<file path="src/rtl/restart_pulse_gen.sv">
// restart_pulse_gen: per-channel synchronizer, debouncer, edge trigger and
// restart pulse/holdoff sequencer, plus a registered OR of all pulses.
module restart_pulse_gen #(
   parameter int N_CH      = 4,
   parameter int DB_CYCLES = 4,
   parameter int PULSE_LEN = 3,
   parameter int HOLDOFF   = 8,
   parameter int EDGE_SEL  = 0
) (
   input  logic            CLK,
   input  logic            RST,
   input  logic [N_CH-1:0] IN,
   input  logic [N_CH-1:0] EN,
   output logic [N_CH-1:0] restart,
   output logic            restart_any,
   output logic [N_CH-1:0] busy
);

   localparam int DBW    = $clog2(DB_CYCLES + 1);
   localparam int PH_MAX = (PULSE_LEN > HOLDOFF) ? PULSE_LEN : HOLDOFF;
   localparam int PCW    = $clog2(PH_MAX + 1);

   // Debounce toggles when the mismatch count would reach DB_CYCLES.
   localparam logic [DBW-1:0] DB_LAST = DBW'(DB_CYCLES - 1);
   localparam logic [PCW-1:0] PL_LAST = PCW'(PULSE_LEN);
   localparam logic [PCW-1:0] HO_LAST = PCW'(HOLDOFF);
   localparam logic [PCW-1:0] PC_ONE  = PCW'(1);

   typedef enum logic [1:0] {ST_IDLE, ST_PULSE, ST_HOLD} state_t;

   logic [N_CH-1:0] sync1_q;
   logic [N_CH-1:0] sync2_q;
   logic            restart_any_q;

   // Two-flop synchronizer for the raw asynchronous inputs.
   always_ff @(posedge CLK) begin
      if (!RST) begin
         sync1_q <= '0;
         sync2_q <= '0;
      end else begin
         sync1_q <= IN;
         sync2_q <= sync1_q;
      end
   end

   genvar gi;
   generate
      for (gi = 0; gi < N_CH; gi++) begin : g_ch
         logic           db_q, db_d;
         logic [DBW-1:0] dbc_q, dbc_d;
         logic           trig_q, trig_d;
         state_t         st_q, st_d;
         logic [PCW-1:0] pc_q, pc_d;
         logic           restart_q;
         logic           busy_q;

         // Debounce: count consecutive mismatching cycles, flip the level on the last one.
         always_comb begin
            db_d  = db_q;
            dbc_d = '0;
            if (sync2_q[gi] != db_q) begin
               if (dbc_q == DB_LAST) begin
                  db_d = ~db_q;
               end else begin
                  dbc_d = dbc_q + 1'b1;
               end
            end
         end

         // Edge selection on the debounced level; 2 (and anything else) means both edges.
         always_comb begin
            case (EDGE_SEL)
               0:       trig_d = db_d & ~db_q;
               1:       trig_d = ~db_d & db_q;
               default: trig_d = db_d ^ db_q;
            endcase
         end

         // Sequencer next state: triggers only count in IDLE, counters restart at 1 per phase.
         always_comb begin
            st_d = st_q;
            pc_d = pc_q;
            case (st_q)
               ST_IDLE: begin
                  pc_d = PC_ONE;
                  if (trig_q && EN[gi]) begin
                     st_d = ST_PULSE;
                  end
               end
               ST_PULSE: begin
                  if (pc_q == PL_LAST) begin
                     pc_d = PC_ONE;
                     if (HOLDOFF == 0) begin
                        st_d = ST_IDLE;
                     end else begin
                        st_d = ST_HOLD;
                     end
                  end else begin
                     pc_d = pc_q + 1'b1;
                  end
               end
               ST_HOLD: begin
                  if (pc_q == HO_LAST) begin
                     pc_d = PC_ONE;
                     st_d = ST_IDLE;
                  end else begin
                     pc_d = pc_q + 1'b1;
                  end
               end
               default: begin
                  st_d = ST_IDLE;
                  pc_d = PC_ONE;
               end
            endcase
         end

         // Channel state registers; restart/busy are registered from the next state.
         always_ff @(posedge CLK) begin
            if (!RST) begin
               db_q      <= 1'b0;
               dbc_q     <= '0;
               trig_q    <= 1'b0;
               st_q      <= ST_IDLE;
               pc_q      <= '0;
               restart_q <= 1'b0;
               busy_q    <= 1'b0;
            end else begin
               db_q      <= db_d;
               dbc_q     <= dbc_d;
               trig_q    <= trig_d;
               st_q      <= st_d;
               pc_q      <= pc_d;
               restart_q <= (st_d == ST_PULSE);
               busy_q    <= (st_d != ST_IDLE);
            end
         end

         assign restart[gi] = restart_q;
         assign busy[gi]    = busy_q;
      end
   endgenerate

   // Registered OR of the restart bits, one cycle behind them.
   always_ff @(posedge CLK) begin
      if (!RST) begin
         restart_any_q <= 1'b0;
      end else begin
         restart_any_q <= |restart;
      end
   end

   assign restart_any = restart_any_q;

endmodule

</file>
<file path="config.mk">
export PLATFORM = sky130hd
export DESIGN_NAME = restart_pulse_gen
export DESIGN_NICKNAME = d
export VERILOG_FILES = /design/src/rtl/restart_pulse_gen.sv
export SDC_FILE = /design/constraint.sdc
export NUM_CORES = 1
export LEC_CHECK = 0
export ABC_AREA = 1
export CORE_MARGIN = 8
export CORE_UTILIZATION = 50
export CTS_BUF_LIST = sky130_fd_sc_hd__clkbuf_2 sky130_fd_sc_hd__clkbuf_4 sky130_fd_sc_hd__clkbuf_8
export CTS_CLUSTER_SIZE = 20
export DETAILED_ROUTE_END_ITERATION = 6
export PLACE_DENSITY = 0.81
export SLEW_MARGIN = 40
export SYNTH_ARGS = -nofsm -noshare
export SYNTH_HDL_FRONTEND = slang
export SYNTH_SLANG_ARGS = --single-unit
</file>
<file path="constraint.sdc">
create_clock -name CLK -period 2.6 [get_ports CLK]
set_clock_uncertainty 0.1 [all_clocks]
set_input_delay 0.65 -clock CLK [delete_from_list [all_inputs] [get_ports CLK]]
set_output_delay 0.65 -clock CLK [all_outputs]
set_load 0.005 [all_outputs]
</file>
Word-level counts from Yosys, hierarchy flattened
Index checks and enable logic that the tools add are counted.
{"block": "word_totals", "register_bits": 61, "inputBits": 10, "output_inout_bits": 9}
{"block": "classes", "addsub": 8, "eq_ne": 28, "muxes": 36, "bitwise_logic": 13, "n_reduce_logical": 17}
{"op": "$mux W4", "n": 8}
{"op": "$pmux W4 S2", "n": 4}
{"op": "$mux W2", "n": 12}
{"op": "$pmux W2 S3", "n": 4}
{"op": "$add A4 B1 Y4 const B", "n": 4}
{"op": "$eq A2 B1 Y1 const B", "n": 8}
{"op": "$eq A4 B2 Y1 const B", "n": 4}
{"op": "$eq A4 B4 Y1 const B", "n": 4}
{"op": "$add A3 B1 Y3 const B", "n": 4}
{"op": "$eq A3 B2 Y1 const B", "n": 4}
{"op": "$reduce_or A3 Y1", "n": 4}
{"op": "$not A1 Y1", "n": 9}
{"op": "$eq A2 B2 Y1 const B", "n": 4}
{"op": "$logic_not A2 Y1", "n": 4}
{"op": "$mux W1", "n": 8}
{"op": "$reduce_bool A2 Y1", "n": 4}
{"op": "$and A1 B1 Y1", "n": 4}
{"op": "$logic_and A1 B1 Y1", "n": 4}
{"op": "$ne A1 B1 Y1", "n": 4}
{"op": "$reduce_or A4 Y1", "n": 1}

Logic depth before layout (Yosys ltp)
Gate-level depths: netlist (run 1).
{"block": "depth", "ltp_word": 4, "depth_mapped": 8}

Worst setup path after synthesis (run 1)
OpenSTA, ideal clock, no wires.
{"block": "synth_timing", "kind": "input-to-reg", "startpoint": "input RST", "endpoint": "register g_ch[0].busy_q", "setup_time_ns": 0.059, "arrival_time_ns": 1.096, "t_required_ns": 2.441, "path_slack_ns": 1.345, "cell_stages": 3, "n_path_buf": 1, "cell_sequence": "clkbuf_1 -> nand4_1 -> nand2_1"}
{"item": "start, declared", "line_no": "11", "rtl": "input logic RST,"}
{"item": "end signal, assigned", "line_no": "134", "rtl": "busy_q <= (st_d != ST_IDLE);"}
{"item": "end, declared", "line_no": "55", "rtl": "logic busy_q;"}

Final worst setup path (run 1)
{"block": "layout_timing", "startpoint": "register g_ch[2].restart_q", "endpoint": "output restart[2]"}
{"item": "start, declared", "line_no": "54", "rtl": "logic restart_q;"}
{"item": "start signal, assigned", "line_no": "133", "rtl": "restart_q <= (st_d == ST_PULSE);"}
{"item": "end, declared", "line_no": "14", "rtl": "output logic [N_CH-1:0] restart,"}
No word-level cell between the ends.

==> results.txt, run 1 <==
* Signed area change from the synthesized netlist to the final layout: 13.0%
- At the pin with the least slew margin, the transition time is 0.297 ns.
- After detailed routing, the number of remaining DRC violations is 0.
- The count of pins over their slew limit was 0.
- In this run the power density over the cells is 534 nW/um^2.
- For this design, the sink count on the clock tree is 61.
- Hold repair after CTS inserted 0 buffers.
- The number of gates resized after CTS was 0.
* Number of warnings reported in the yosys synthesis log: 0
* Area of the core: 5470 sq um
- Overall die height: 91.2 um
- For this design the static power due to leakage is 1.51 nW.
- Ratio of cells with drive above 1 in the final layout: under 10%
- The repair_antennas step left the layout with diodes totalling 0.
* Global routing usage summed across all routing layers: between 10% and 20%
- Remaining antenna violation count: 0
* Pin count of the biggest net entering global routing: 31
- First-pass detailed-route iteration total: 4
* Cell count after placement: 439
* Kind of capture point of the worst setup path: output port
- Minimum period implied by the final worst setup slack: 1.97 ns
- Clock-pin slew was measured on the worst setup and hold paths at 0.07 ns.
* Number of failing setup endpoints in the final timing report: 0
* Die width: approximately 91 um
- For this block, the initial DRC count from the detailed router was 134.
- Routability-driven placement finished with a final weighted congestion of approximately 0.81.
* Clock Tree Root: clkbuf_8
- Count of buffering cells on the critical path with inverters included: 1
* Part of the Yosys area used for sequential elements: 43.1%
- Of the post-synthesis cell area, the dominant cell type holds 43.1%.
* Crit path kind: flop to output port
- Setup repair after global routing missed its margin: false
- After legalization and detailed placement, the total HPWL measured between 3000 and 4000 um.
* Post-synth cell types: 19
* Starting density of the core: between 50% and 60%
- Setup TNS Final: 0 ns
- Slowest cell on crit path: clkdlybuf4s50_1
- Chain of cells forming the critical path: clkdlybuf4s50_1
- Global route overflow: 0
* Clock latency of the later-clocked register in the worst-skew pair: about 0.34 ns
- Remaining max-slew budget at the tightest pin: approximately 80%
- Maximum resistive drop on vdd: 0.363 mV
* Initial antenna violation count: 0
- For this run, the share of the core covered by cells in the final layout is roughly 58%.
- Cell taking the most area after synthesis: dfxtp_1
- Synth Net Count: 401
- The largest single stage delay on the critical path is 0.52 ns.
- Number of nets in the layout: between 400 and 500
- Dividing the detail-routed wire length by the instance count gives between 10 and 15 um.
- CTS built an H-tree with a depth of 3.
- In this run the tool buffered the top-level ports with 18 buffer cells.
* CP delay by family, top: buffers and inverters
- Vias in the first global route: 2,090
- Final cell count without fillers: around 460
- Worst setup SP type: flop
* Total I/O pin count: 19
- Max Freq: around 510 MHz
- The hold violation total from the final report came to 0.
- Dividing the detail-routed via count by the number of cells gives roughly 4.7.
* TritonCTS clock tree: built
* Number of buffers on the longest clock path: 2
* Synthesized cell area: 2830 sq um
* Post-route fraction of the period consumed by the critical path: roughly three quarters
- Post-synthesis area per instance: about 7.9 sq um
- Cells after Synth: 359
* Die area: 8320 sq um
- Hold/Removal Path Class: flop to flop
- First-pass GRT wire length: approximately 8600 um
- # Max-Cap Violations: 0
- Seq cells post-synth: 61
- Buffers added to address setup during post-CTS repair amount to 0.
- STA puts the critical path data arrival time at 1.22 ns.
* Fillcell total: roughly 490
- Number of buffers created by CTS: 9
- In this run the worst path has a maximum fanout of 2.
- After floorplanning, the core was divided into 27 placement rows.
- For the worst setup path, the data required time is 1.85 ns.
- By area the synthesized netlist is led by dfxtp_1 (43%), ha_1 (14%), inv_1 (8.5%).
- The flow ran to the end, and the final reports show no timing, DRC or antenna violations.
- Detailed Route WL: 4700 um
- Total via count after detailed routing: 2,130
==> sequential cells by signal (all words and copies together), names as in the netlist <==
register,flops
g_ch.trig_q,4
g_ch.restart_q,4
g_ch.st_q,8
sync2_q,4
g_ch.pc_q,16
restart_any,1
g_ch.busy_q,4
sync1_q,4
g_ch.dbc_q,12
g_ch.db_q,4
==> cells by family (layout without fill, tap and decap cells) <==
family / Yosys count / after routing / synth area share [%]
xor gates and xnor gates: 8 / 8 / 2.48
adders and majority gates: 32 / 32 / 14.1
DFF: 61 / 61 / 43.1
buffers and inverters: 75 / 99 / 11.2
AOI/OAI and AO/OA: 41 / 41 / 8.31
and+or+nand+nor: 142 / 142 / 20.7
==> per-stage QoR <==
| step | hold slack [ns] | setup slack, ns | cell area [sq um] | power (W) |
|---|---|---|---|---|
| finish | 0.313 | 0.628 | 3200 | 0.00171 |
| global route | 0.327 | 0.559 | 3200 | 0.00178 |
| CTS | 0.317 | 0.587 | 3200 | 0.00174 |
| detailed placement | 0.303 | 0.623 | 3030 | 0.00102 |
| global placement | 0.293 | 0.655 | 3030 | 0.00102 |
| floorplan | 0.290 | 1.34 | 2830 | 0.000996 |
==> cell usage in the layout (no fill, tap or decap), types with 8 or more instances in the layout <==
cell             synthesis  final
nor2_1                  48     48
ha_1                    32     32
o21ai_0                  8      8
nand2_1                 64     64
inv_1                   64     64
clkdlybuf4s50_1          0     18
nand3_1                 21     21
dfxtp_1                 61     61
a21oi_1                 21     21
clkbuf_8                 0      9
==> final timing paths <==
path         cells past startpoint                          from  slack (ns)                   endpoint
max                              1  g_ch[2].restart_q$_SDFF_PN0_        0.63                 restart[2]
max reg2reg                      7    g_ch[2].st_q[0]$_SDFF_PN0_        1.19  g_ch[2].busy_q$_SDFF_PN0_
min reg2reg                      2         sync1_q[1]$_SDFF_PN0_        0.31      sync2_q[1]$_SDFF_PN0_
min                              2         sync1_q[1]$_SDFF_PN0_        0.31      sync2_q[1]$_SDFF_PN0_
==> report_power, final <==
part / switching, W / total, W / internal (W)
sequential: 0.00000668 / 0.000952 / 0.000945
clock: 0.000373 / 0.000710 / 0.000337
combinational: 0.0000237 / 0.0000450 / 0.0000213
==> per-layer routing <==
metal	up-vias	part of all wire, %	GRT usage (%)
li1	1150	-	-
met1	930	45	13.5
met2	40	47	20.8
met3	10	5.8	5.35
met4	0	2.0	8.05
met5	-	0	0
==> synth_stat cells (all sizes together) <==
cell     n
inv     64
nand2   64
dfxtp   61
nor2    48
ha      32
a21oi   21
nand3   21
buf     10
o21ai    8
a211oi   4
nand3b   4
nand4    4
o211ai   4
o21bai   4
xnor2    4
xor2     4
clkbuf   1
nor4     1
==> layout make-up <==
| cell class | count | area, sq um | share of cell area [%] |
|---|---|---|---|
| multi-input combinational | 223 | 1290 | 40.4 |
| clock buffer | 9 | 124 | 3.87 |
| sequential | 61 | 1220 | 38.2 |
| inverter | 64 | 240 | 7.51 |
| timing repair buffer | 19 | 188 | 5.87 |
| clock inverter | 7 | 42.5 | 1.33 |
| tap | 72 | 90.1 | 2.82 |
Note: power is estimated with default switching activity, not from simulation.
==> run 2: changes to the inputs <==
==> constraint.sdc (replaced) <==
create_clock -name CLK -period 1.9 [get_ports CLK]
set_clock_uncertainty 0.1 [all_clocks]
set_input_delay 0.475 -clock CLK [delete_from_list [all_inputs] [get_ports CLK]]
set_output_delay 0.475 -clock CLK [all_outputs]
set_load 0.005 [all_outputs]
==> results.txt, run 2 (synthesis gave the netlist of run 1 again) <==
* Crit path DAT: 1.25 ns (was 1.22 ns)
- Highest-count cells in the layout ignoring fill and taps: inv_1 (64), nand2_1 (64), dfxtp_1 (61) (unchanged)
- Registers with the most flip-flops: g_ch.pc_q x16, g_ch.dbc_q x12, g_ch.st_q x8 (unchanged)
- The number of cells on the worst reg-to-reg path came to 7 (unchanged).
* Number of remaining DRC errors: 0 (unchanged)
- Count of buffering cells on the critical path with inverters included: 1 (unchanged)
* Clk network pwr share: 43.4% (was 41.6%)
- Worst hold path startpoint: sync1_q[1]$_SDFF_PN0_ (unchanged)
* Number of buffers created by CTS: 9 (unchanged)
* Number of failing setup endpoints in the final timing report: 0 (unchanged)
- The area growth from synthesis to final layout came to 14.1% (was 13.0%).
* Chain of cells forming the critical path: clkdlybuf4s50_1 (unchanged)
* Reg clk slew, reported paths: 0.06 ns (was 0.07 ns)
- The minimum setup slack among reg-to-reg paths was 0.47 ns (was 1.19 ns).
- The maximum fanout encountered on the critical timing path came to 2 (unchanged).
- Overall die height: 91.2 um (unchanged)
- The cell chosen for the clock root is clkbuf_8 (unchanged).
- The fraction of final layout cells with drive strength greater than 1 was 4.19% (was 4.44%).
* Hold/Removal Path Class: flop to flop (unchanged)
- The switching share of total power was 20.3% (was 23.6%).
* Setup TNS Final: 0 ns (unchanged)
- The initial core utilization came to 51.7% (unchanged).
- The area of the die came to 8320 sq um (unchanged).
- The count of input and output buffers is 18 (unchanged).
* Max Freq: 549 MHz
- Remaining max-slew budget at the tightest pin: 79.0% (was 80.2%)
* Area of the core: 5470 sq um (unchanged)
* Remaining antenna violation count: 0 (unchanged)
- The largest delay contributor family on the critical path is buffers and inverters (unchanged).
* Vias in the first global route: 2,120 (was 2,090)
- Kind of capture point of the worst setup path: output port (unchanged)
- Internal power: 0.00193 W (was 0.00130 W)
* Worst hold path stage count: 2 (unchanged)
- The clock tree from TritonCTS was built (unchanged).
- The vias per cell is 4.75 (was 4.68).
- Number of nets in the layout: 420 (unchanged)
- The maximum number of pins on one net before global-route repair was 31 (unchanged).
- The starting DRC count in detailed routing is 74 (was 134).
- Flip-flop count of the largest register, all copies and words added: 16 (unchanged)
- Net switching power: 0.000492 W (was 0.000403 W)
- Final hold vios: 0 (unchanged)
- The standard-cell row count is 27 (unchanged).
* Final cell count without fillers: 454 (was 455)
* Routability congestion estimate: 0.826 (was 0.812)
- The post-placement worst setup slack came to 0.184 ns (was 0.623 ns).
- Crit path kind: flop to output port (unchanged)
- Worst hold margin: 0.313 ns (about the same)
- The number of max-capacitance violations reported was 0 (unchanged).
- The number of cells after detailed placement was 439 (unchanged).
- Total via count after detailed routing: 2,155 (was 2,130)
- Post-route fraction of the period consumed by the critical path: 95.9%
- The post-cts gate resize count is 0 (unchanged).
- The clock latency at the later pin of the worst-skew pair came to 0.34 ns (about the same).
- The residual overflow from global routing is 0 (unchanged).
* Worst setup SP type: flop (unchanged)
* Total I/O pin count: 19 (unchanged)
- Number of post-CTS setup repair buffers: 0 (unchanged)
* Result of the run: complete, no violations (unchanged)
- The worst supply voltage drop on vdd is 0.508 mV (was 0.363 mV).
- Combinational group share of total power: 2.7% (was 2.6%)
* Number of buffers on the longest clock path: 2 (unchanged)
- Global routing usage summed across all routing layers: 12.9% (was 12.8%)
- The worst path needs about 1.8 ns of the cycle, external delays included.
- The setup slack after layout is 0.0776 ns (was 0.628 ns).
- Post-layout total power: 0.00242 W (was 0.00171 W)
- Number of cells on the critical path: 1 (unchanged)
* Detailed Route WL: 4870 um (was 4700 um)
- The width of the die came to 91.2 um (unchanged).
- The number of detailed-route iterations in the first pass came to 4 (unchanged).
* Sink of the worst hold path: sync2_q[1]$_SDFF_PN0_ (unchanged)
- The TritonCTS sink count came to 61 (unchanged).
- The biggest cell delay along the critical path was 0.53 ns (was 0.52 ns).
* Sequential power share: 53.9% (was 55.8%)
- First-pass GRT wire length: 8570 um (was 8600 um)
* Startpoint of the worst-slack reg-to-reg timing path: g_ch[2].st_q[0]$_SDFF_PN0_ (unchanged)
- The actual slew at the worst max-slew pin is 0.313 ns (was 0.297 ns).
* Max H-tree Level: 3 (unchanged)
- The endpoint of the worst-slack reg-to-reg timing path was g_ch[2].busy_q$_SDFF_PN0_ (unchanged).
- HPWL after detailed placement: 3690 um (was 3530 um)
- Setup repair after global routing missed its margin: false (unchanged).
* Slowest cell on crit path: clkdlybuf4s50_1 (unchanged)
- The register name with the most flops is g_ch.pc_q (unchanged).
- CP Data Required Time: 1.32 ns (was 1.85 ns)
- The count of pins over their slew limit came to 0 (unchanged).
- Initial antenna violation count: 0 (unchanged)
* Static power due to leakage: 1.53 nW (was 1.51 nW)
- The detailed-route wire length per cell came to 10.7 um (was 10.3 um).
- Fillcell total: 491 (unchanged)
- Cts hold-fix bufs: 0 (unchanged)
- Antenna diodes: 0 (unchanged)
- Cell area power density: 749 nW/um^2 (was 534 nW/um^2)
==> run 2: cell count changes in the layout (fill, tap and decap cells not counted), sizes merged <==
cell / before / now
clkinv: 4 / 1
clkbuf: 9 / 14
clkinvlp: 3 / 0
==> run 2: final cells by class <==
type	instances	area, sq um	share of cell area (%)
Timing Repair Buffer	19	200	6.20
Multi-Input combinational cell	223	1290	40.0
Inverter	64	240	7.44
Sequential cell	61	1220	37.8
Clock inverter	1	5.00	0.155
Tap cell	72	90.1	2.79
Clock buffer	14	180	5.58
==> run 2: power groups by stage <==
stage | Clock (W) | Combinational, W | Sequential, W
2_1_floorplan | 0 | 0.0000334 | 0.00133
3_3_place_gp | 0 | 0.0000637 | 0.00133
3_5_place_dp | 0 | 0.0000655 | 0.00133
4_1_cts | 0.00108 | 0.0000664 | 0.00130
5_1_grt | 0.00115 | 0.0000752 | 0.00130
6_report | 0.00105 | 0.0000655 | 0.00130
==> run 2: routing by layer <==
layer / routed length, um / global-route usage (%)
met5: 0 / 0
met4: 114 / 7.09
met3: 239 / 6.50
met2: 2410 / 22.1
met1: 2110 / 12.3
==> run 2: worst max-delay path by stage <==
stage                                 start                           end  slack (ns)
2_1_floorplan    g_ch[1].st_q[0]$_SDFF_PN0_     g_ch[1].busy_q$_SDFF_PN0_        0.66
3_3_place_gp                            RST  g_ch[3].restart_q$_SDFF_PN0_        0.22
3_5_place_dp                            RST  g_ch[2].restart_q$_SDFF_PN0_        0.18
4_1_cts        g_ch[3].restart_q$_SDFF_PN0_                    restart[3]        0.04
5_1_grt        g_ch[3].restart_q$_SDFF_PN0_                    restart[3]        0.01
6_report       g_ch[3].restart_q$_SDFF_PN0_                    restart[3]        0.08
==> run 2: metrics by stage <==
step | utilization, % | instance area [sq um]
finish | 59.0 | 3230
global route | 59.0 | 3230
floorplan | - | 2830
CTS | 59.0 | 3230
detailed placement | 55.6 | 3040
global placement | 55.6 | 3040
